$ cat src/rtl/decoder_scan_nto2n.sv
// Registered SEL_W-to-2**SEL_W decoder with 74138-style enables and active-low one-hot outputs.
// Direct mode decodes a loaded index; scan mode walks every output with a programmable dwell.
module decoder_scan_nto2n #(
  parameter int SEL_W   = 3,
  parameter int DWELL_W = 8
) (
  input  logic                 clk,
  input  logic                 reset_n,
  input  logic                 g1,
  input  logic                 g2a_n,
  input  logic                 g2b_n,
  input  logic                 mode,
  input  logic                 load,
  input  logic [SEL_W-1:0]     sel,
  input  logic [DWELL_W-1:0]   dwell,
  output logic [(1<<SEL_W)-1:0] y_n,
  output logic [SEL_W-1:0]     idx,
  output logic                 wrap
);

  localparam int N = 1 << SEL_W;

  // Operating state is a pure function of the enables and mode each cycle; it is not stored.
  typedef enum logic [1:0] {
    ST_OFF    = 2'd0,
    ST_DIRECT = 2'd1,
    ST_SCAN   = 2'd2
  } state_t;

  state_t             state;
  logic               en;
  logic [DWELL_W-1:0] dwell_cnt;
  logic [DWELL_W-1:0] cnt_next;
  logic [SEL_W-1:0]   idx_next;
  logic               wrap_next;
  logic [N-1:0]       y_next;

  // State register: idx, step counter, outputs.
  always_ff @(posedge clk) begin
    if (!reset_n) begin
      idx       <= '0;
      dwell_cnt <= '0;
      y_n       <= '1;
      wrap      <= 1'b0;
    end else begin
      idx       <= idx_next;
      dwell_cnt <= cnt_next;
      y_n       <= y_next;
      wrap      <= wrap_next;
    end
  end

  // State decode and next-state logic.
  always_comb begin
    en        = g1 & ~g2a_n & ~g2b_n;
    state     = ST_OFF;
    idx_next  = idx;
    cnt_next  = dwell_cnt;
    wrap_next = 1'b0;
    if (en) state = mode ? ST_SCAN : ST_DIRECT;

    if (load) begin
      // load wins over stepping in every state, including OFF
      idx_next = sel;
      cnt_next = '0;
    end else begin
      case (state)
        ST_OFF: begin
          idx_next = idx;
          cnt_next = dwell_cnt;
        end
        ST_DIRECT: begin
          cnt_next = '0;
        end
        ST_SCAN: begin
          // >= so a dwell shrunk below the running count ends the step right away
          if (dwell_cnt >= dwell) begin
            cnt_next  = '0;
            idx_next  = idx + 1'b1;
            wrap_next = &idx;
          end else begin
            cnt_next = dwell_cnt + 1'b1;
          end
        end
        default: begin
          idx_next = idx;
          cnt_next = dwell_cnt;
        end
      endcase
    end
  end

  // Output decode uses the index being written this edge so y_n and idx move together.
  always_comb begin
    y_next = '1;
    if (en) y_next[idx_next] = 1'b0;
  end

endmodule
$ cat config.mk
export PLATFORM = sky130hd
export DESIGN_NAME = decoder_scan_nto2n
export DESIGN_NICKNAME = d
export VERILOG_FILES = /design/src/rtl/decoder_scan_nto2n.sv
export SDC_FILE = /design/constraint.sdc
export NUM_CORES = 1
export LEC_CHECK = 0
export CAP_MARGIN = 30
export CORE_ASPECT_RATIO = 2
export CORE_MARGIN = 2
export CORE_UTILIZATION = 28
export DETAILED_ROUTE_END_ITERATION = 8
export MAX_ROUTING_LAYER = met4
export PLACE_DENSITY = 0.55
export SLEW_MARGIN = 20
export SYNTH_ARGS = -nofsm -noshare
export SYNTH_HDL_FRONTEND = slang
export SYNTH_SLANG_ARGS = --single-unit
$ cat constraint.sdc
create_clock -name clk -period 4.6 [get_ports clk]
set_input_delay 0.92 -clock clk [delete_from_list [all_inputs] [get_ports clk]]
set_output_delay 0.92 -clock clk [all_outputs]
set_load 0.005 [all_outputs]
==> run_results.csv, run 1 <==
group,metric,value,unit
yosys,synthAdderAreaFrac,0.131,
floorplanning,die_height,90.7,µm
placement,finalWeightedCongestion,0.754,
clock_network,number_of_buffers_inserted_by_hold_repair_at_cts,0,
yosys,ys.warnings.count,0,
yosys,postSynth.asyncResetShare,0,
yosys,synth_top_family_by_area,"compound AO/OA/AOI/OAI gates",
final_layout,synthToLayoutAreaGrowth,39.4,%
final_layout,fraction_of_layout_instances_using_a_drive_strength_above_1,0.0533,
worst_setup_path,timing_worst_setup_path_type,"primary input to register",
floorplanning,die-area,4300,µm²
yosys,yosys.area.top_type_share,0.380,
yosys,synthMuxAreaShare,0,
power,power.static_leakage,0.576,nW
yosys,synth_simple_gate_area_frac,0.205,
yosys,ys_ff_latch,20,
yosys,postSynthCellCount,118,
route,detail-route-antenna-nets,0,
sta,tns,0,ns
power,power.total,0.399,mW
run,max-cap-violations,0,
sta,rsz0062_at_grt,"false",
route,dr_total_vias,984,
power,p_per_area,272,nW/µm²
clock_network,number_of_buffers_inserted_by_post_cts_setup_repair,0,
clock_network,ctsRootBufferMaster,"sky130_fd_sc_hd__clkbuf_8",
final_layout,layout.nets,180,
floorplanning,io_pins,30,
worst_setup_path,crit_path_max_fanout,14,
worst_setup_path,worstPathCellList,"clkdlybuf4s50_1 > ha_1 > nand2b_1 > a2111o_1 > a21oi_4 > and2b_4 > a41oi_1 > a311oi_1",
clock_network,cts-root-to-sink-buffers,2,
clock_network,clk_pin_slew_worst_paths,0.08,ns
floorplanning,start_util,0.292,
sta,fmax,0.336,GHz
clock_network,post_cts_resized,0,
worst_setup_path,startpoint_type,"primary input",
worst_setup_path,rrSetupSlack,2.27,ns
sta,worst_slew_margin_rel,0.719,
yosys,synth_flop_cell,"sky130_fd_sc_hd__dfxtp_1",
yosys,netlist_cell_types,29,
worst_setup_path,timing.critical_path.slowest_cell_delay,0.45,ns
worst_setup_path,cp_num_buf_inv,1,
power,vdd.ir_drop.worst,0.175,mV
route,drt-pass1-iter-count,4,
yosys,synth_most_common_cell,"sky130_fd_sc_hd__dfxtp_1",
grt,wire_length_of_the_first_global_routing_pass,4110,µm
yosys,cell_types_with_the_largest_area_share_after_synthesis,"sky130_fd_sc_hd__dfxtp_1 38%, sky130_fd_sc_hd__ha_1 13%, sky130_fd_sc_hd__a311oi_1 5.0%, sky130_fd_sc_hd__inv_1 4.6%, sky130_fd_sc_hd__a21oi_1 4.3%",
grt,pin_count_of_the_biggest_net_entering_global_routing,15,
sta,hold_violations,0,
yosys,share_of_the_synthesized_netlist_area_taken_by_xor_and_xnor_gates,0,
route,post-route-drc-count,0,
grt,global_route.usage.total,0.131,
clock_network,clock_sink_count,20,
floorplanning,floorplan.die.width,47.4,µm
placement,dp.final_hpwl,1990,µm
floorplanning,fp-row-count,31,
final_layout,antenna_cells,0,
clock_network,tritoncts_clock_tree,"yes",
grt,antenna_violations_before_repair,0,
yosys,avgSynthCellArea,8.93,µm²
clock_network,clock_latency,0.26,ns
floorplanning,core-area,3610,µm²
yosys,syn_area,1050,µm²
sta,report.final.slew_viol_count,0,
yosys,postSynthNetCount,147,
run_status,run_status,"finished clean",
clock_network,cts-htree-levels,1,
worst_setup_path,cpMaxStageDelayCell,"sky130_fd_sc_hd__a2111o_1",
route,vias_per_cell,4.94,
clock_network,cts_inserted_buffers,3,
yosys,synth_area_leader_cell,"sky130_fd_sc_hd__dfxtp_1",
yosys,seq_area_frac_synth,0.380,
route,wl_final,2480,µm
sta,timing.final.setup_violations,0,
grt,first_global_vias,970,
final_layout,nFillCells,367,
yosys,synth_compound_gate_area_share,0.223,
final_layout,utilization,0.407,
worst_setup_path,worst-endpoint-required,4.76,ns
route,routedWlPerCell,12.4,µm
hold_path,hold_class,"register to register",
worst_setup_path,setup.worst_path.end_class,"register",
sta,worst_slew_pin_slew,0.422,ns
worst_setup_path,top_cell_family_by_delay_on_the_critical_path,"compound AO/OA/AOI/OAI gates",
worst_setup_path,crit_arrival,3.14,ns
sta,final_cycle_utilization_of_the_critical_path,0.647,
yosys,synth_edf_count,0,
route,detailedRoute.firstIterationViolations,20,
sta,finalClockSkew,0.00395,ns
sta,hold_ws,0.504,ns
placement,buffer_ports.inserted,29,
yosys,synth_common_cells,"20 x sky130_fd_sc_hd__dfxtp_1, 13 x sky130_fd_sc_hd__inv_1, 11 x sky130_fd_sc_hd__ha_1",
sta,fin_crit,2.98,ns
grt,globalRoute.totalOverflow,0,
==> flip-flops by register name, summed over array words and instances, names as in the netlist <==
signal and count:
dwell_cnt 8, y_n 8, idx 3, wrap 1
==> kinds of logic after synthesis <==
group | after synthesis
simple gates | 39
compound gates | 33
buf+inv | 15
fa+ha+maj | 11
flops | 20
==> report_power, final <==
part | switching (mW) | total [mW] | internal (mW)
combinational | 0.0214 | 0.0480 | 0.0266
clock | 0.0572 | 0.173 | 0.116
sequential | 0.00202 | 0.177 | 0.175
==> final cells by class <==
| class | instances | area [µm²] | share of cell area |
|---|---|---|---|
| clock buffers | 3 | 41.3 | 0.0281 |
| multi-input cells | 83 | 589 | 0.401 |
| clock inverters | 1 | 30.0 | 0.0204 |
| well taps | 49 | 61.3 | 0.0417 |
| flip-flops and latches | 20 | 400 | 0.273 |
| repair buffers | 30 | 298 | 0.203 |
| inverters | 13 | 48.8 | 0.0332 |
==> final timing paths <==
kind | startpoint | end | depth (start not counted)
worst max-delay path | dwell[0] | dwell_cnt[6]$_SDFFE_PP0P_ | 8
worst min-delay path | dwell_cnt[7]$_SDFFE_PP0P_ | dwell_cnt[7]$_SDFFE_PP0P_ | 1
worst max register to register | dwell_cnt[0]$_SDFFE_PP0P_ | dwell_cnt[6]$_SDFFE_PP0P_ | 8
worst min register to register | dwell_cnt[7]$_SDFFE_PP0P_ | dwell_cnt[7]$_SDFFE_PP0P_ | 1
==> through the flow <==
| stage | area [µm²] | worst slack [ns] | instances |
|---|---|---|---|
| finish | 1470 | 1.62 | 199 |
| global route | 1470 | 1.50 | 199 |
| CTS | 1470 | 1.63 | 199 |
| detailed placement | 1400 | 1.36 | 195 |
| global placement | 1400 | 1.43 | 195 |
| floorplan | 1050 | 1.92 | 118 |
==> metal layers <==
metal	GRT usage	share of wire	vias up
li1	-	-	501
met2	0.230	0.56	28
met1	0.131	0.38	451
met5	-	0	-
met4	0.0579	0.017	0
met3	0.0200	0.048	4
==> layout by cell type (no fill, tap or decap) <==
cell	instances
sky130_fd_sc_hd__bufinv_16	1
sky130_fd_sc_hd__a41oi_1	2
sky130_fd_sc_hd__a22oi_1	2
sky130_fd_sc_hd__a311oi_1	6
sky130_fd_sc_hd__o21a_1	2
sky130_fd_sc_hd__nand4_1	5
sky130_fd_sc_hd__nand3_1	8
sky130_fd_sc_hd__and3_1	3
sky130_fd_sc_hd__nor4_1	1
sky130_fd_sc_hd__or3_1	1
sky130_fd_sc_hd__a21oi_4	1
sky130_fd_sc_hd__a31oi_1	1
sky130_fd_sc_hd__and2b_4	1
sky130_fd_sc_hd__a2111o_1	1
sky130_fd_sc_hd__a22o_1	2
sky130_fd_sc_hd__a21oi_1	9
sky130_fd_sc_hd__nand2_1	6
sky130_fd_sc_hd__nor2_1	3
sky130_fd_sc_hd__nor2b_1	1
sky130_fd_sc_hd__dfxtp_1	20
sky130_fd_sc_hd__nand2b_1	6
sky130_fd_sc_hd__clkdlybuf4s50_1	29
sky130_fd_sc_hd__buf_4	1
sky130_fd_sc_hd__o21ai_0	1
sky130_fd_sc_hd__ha_1	11
sky130_fd_sc_hd__o21ai_1	5
sky130_fd_sc_hd__and2_1	3
sky130_fd_sc_hd__a31o_2	1
sky130_fd_sc_hd__nor3b_1	1
sky130_fd_sc_hd__clkbuf_8	3
sky130_fd_sc_hd__inv_1	13
(Power assumes the default switching activity.)
==> run 2, diff against run 1 <==
Clock period 4.6 ns to 3.1 ns, I/O delays scaled along.
==> run 2 against run 1 <==
Routed wire length grew 2.7%. Combinational power rose by 50%. Register-to-register slack got worse by 1.5 ns. Sequential cell count unchanged. Utilization unchanged. Sequential share of layout area is the same. Highest routed layer unchanged.
==> run_results.csv, run 2 (same netlist as run 1, synthesis figures left out) <==
group,metric,value,unit
worst_setup_path,cpMaxStageDelayCell,"sky130_fd_sc_hd__a2111o_1",
sta,hold_violations,0,
floorplanning,io_pins,30,
final_layout,utilization,0.407,
power,p_clk_frac,0.437,
power,p_per_area,405,nW/µm²
power,comb_power_share,0.121,
worst_setup_path,top_cell_family_by_delay_on_the_critical_path,"compound AO/OA/AOI/OAI gates",
placement,buffer_ports.inserted,29,
run_status,run_status,"finished clean",
clock_network,number_of_buffers_inserted_by_hold_repair_at_cts,0,
worst_setup_path,rrSetupSlack,0.78,ns
final_layout,final_cell_mix,"29 x sky130_fd_sc_hd__clkdlybuf4s50_1, 20 x sky130_fd_sc_hd__dfxtp_1, 13 x sky130_fd_sc_hd__inv_1, 11 x sky130_fd_sc_hd__ha_1, 9 x sky130_fd_sc_hd__a21oi_1",
worst_setup_path,crit_path_max_fanout,14,
clock_network,tritoncts_clock_tree,"yes",
power,switching_power,0.123,mW
clock_network,clock_latency,0.26,ns
final_layout,reg_top3,"dwell_cnt (8), y_n (8), idx (3)",
clock_network,cts-htree-levels,1,
clock_network,post_cts_resized,0,
worst_setup_path,timing.critical_path.slowest_cell_delay,0.44,ns
final_layout,mostFrequentLayoutCell,"sky130_fd_sc_hd__clkdlybuf4s50_1",
floorplanning,die-area,4300,µm²
grt,wire_length_of_the_first_global_routing_pass,4370,µm
clock_network,clk_pin_slew_worst_paths,0.08,ns
final_layout,synthToLayoutAreaGrowth,39.4,%
power,seq_power_share,0.442,
worst_setup_path,cp_num_buf_inv,1,
sta,timing.final.setup_violations,0,
final_layout,antenna_cells,0,
grt,globalRoute.totalOverflow,0,
clock_network,clock_sink_count,20,
sta,worst_slew_margin_rel,0.718,
floorplanning,fp-row-count,31,
power,intPower,0.472,mW
route,wl_final,2540,µm
sta,final_cycle_utilization_of_the_critical_path,0.858,
route,dr_total_vias,999,
power,vdd.ir_drop.worst,0.257,mV
floorplanning,die_height,90.7,µm
final_layout,layout.nets,180,
sta,worst_slew_pin_slew,0.423,ns
sta,fin_crit,2.66,ns
placement,finalWeightedCongestion,0.720,
worst_setup_path,crit_arrival,2.82,ns
clock_network,cts-root-to-sink-buffers,2,
placement,dp.final_hpwl,2010,µm
worst_setup_path,startpoint_type,"primary input",
worst_setup_path,worst-endpoint-required,3.26,ns
run,max-cap-violations,0,
sta,fmax,0.376,GHz
floorplanning,floorplan.die.width,47.4,µm
grt,antenna_violations_before_repair,0,
sta,rsz0062_at_grt,"false",
clock_network,ctsRootBufferMaster,"sky130_fd_sc_hd__clkbuf_8",
route,drt-pass1-iter-count,6,
route,vias_per_cell,5.02,
grt,pin_count_of_the_biggest_net_entering_global_routing,15,
route,post-route-drc-count,0,
grt,global_route.usage.total,0.137,
grt,first_global_vias,1034,
sta,finalClockSkew,0.00490,ns
worst_setup_path,timing_worst_setup_path_type,"primary input to register",
clock_network,cts_inserted_buffers,3,
sta,tns,0,ns
sta,report.final.slew_viol_count,0,
power,sw_frac_of_total,0.206,
worst_setup_path,worstPathCellList,"clkdlybuf4s50_1 > ha_1 > nand2b_1 > a2111o_1 > a21oi_4 > and2b_4 > a41oi_1 > a311oi_1",
floorplanning,core-area,3610,µm²
route,routedWlPerCell,12.8,µm
route,detailedRoute.firstIterationViolations,33,
hold_path,hold_class,"register to register",
floorplanning,start_util,0.292,
power,power.static_leakage,0.576,nW
final_layout,fraction_of_layout_instances_using_a_drive_strength_above_1,0.0533,
worst_setup_path,setup.worst_path.end_class,"register",
route,detail-route-antenna-nets,0,
sta,hold_ws,0.517,ns
clock_network,number_of_buffers_inserted_by_post_cts_setup_repair,0,
==> run 2: cell counts in the layout (fill, tap and decap cells not counted) <==
Identical to the previous run, type by type.
==> run 2: stage by stage <==
step	std cells	setup WS (ns)	power, mW	area [µm²]
4_1_cts	199	0.429	0.598	1470
5_1_grt	199	0.251	0.616	1470
2_1_floorplan	118	0.718	0.303	1050
3_3_place_gp	195	0.239	0.340	1400
6_report	199	0.441	0.595	1470
3_5_place_dp	195	0.164	0.341	1400
==> run 2: path summary, 6_finish.rpt <==
path	start	to	cells after the start
setup / recovery	dwell[0]	dwell_cnt[6]$_SDFFE_PP0P_	8
hold / removal	dwell_cnt[7]$_SDFFE_PP0P_	dwell_cnt[7]$_SDFFE_PP0P_	1
setup reg to reg	dwell_cnt[0]$_SDFFE_PP0P_	dwell_cnt[6]$_SDFFE_PP0P_	8
hold reg to reg	dwell_cnt[7]$_SDFFE_PP0P_	dwell_cnt[7]$_SDFFE_PP0P_	1
==> run 2: layout make-up <==
class | count | area (µm²)
flip-flops and latches | 20 | 400
repair buffers | 30 | 298
inverters | 13 | 48.8
well taps | 49 | 61.3
multi-input cells | 83 | 589
fillers | 359 | 2140
clock inverters | 1 | 30.0
clock buffers | 3 | 41.3
==> run 2: routing by layer <==
metal,GRT usage,routed length [µm]
met1,0.142,996
met4,0.0417,19
met2,0.245,1410
met5,-,0
met3,0.0200,119
==> run 2: power by group through the flow <==
stage	clock [mW]	sequential [mW]	combinational, mW
floorplan	0	0.269	0.0335
global placement	0	0.270	0.0705
detailed placement	0	0.269	0.0719
CTS	0.263	0.263	0.0725
global route	0.272	0.264	0.0805
finish	0.260	0.263	0.0718
==> run 2: worst register-to-register path, cell delays in order (launching register included) <==
cell	delay [ns]
sky130_fd_sc_hd__dfxtp_1	0.36
sky130_fd_sc_hd__inv_1	0.08
sky130_fd_sc_hd__ha_1	0.26
sky130_fd_sc_hd__nand2b_1	0.14
sky130_fd_sc_hd__a2111o_1	0.45
sky130_fd_sc_hd__a21oi_4	0.24
sky130_fd_sc_hd__and2b_4	0.29
sky130_fd_sc_hd__a41oi_1	0.13
sky130_fd_sc_hd__a311oi_1	0.28
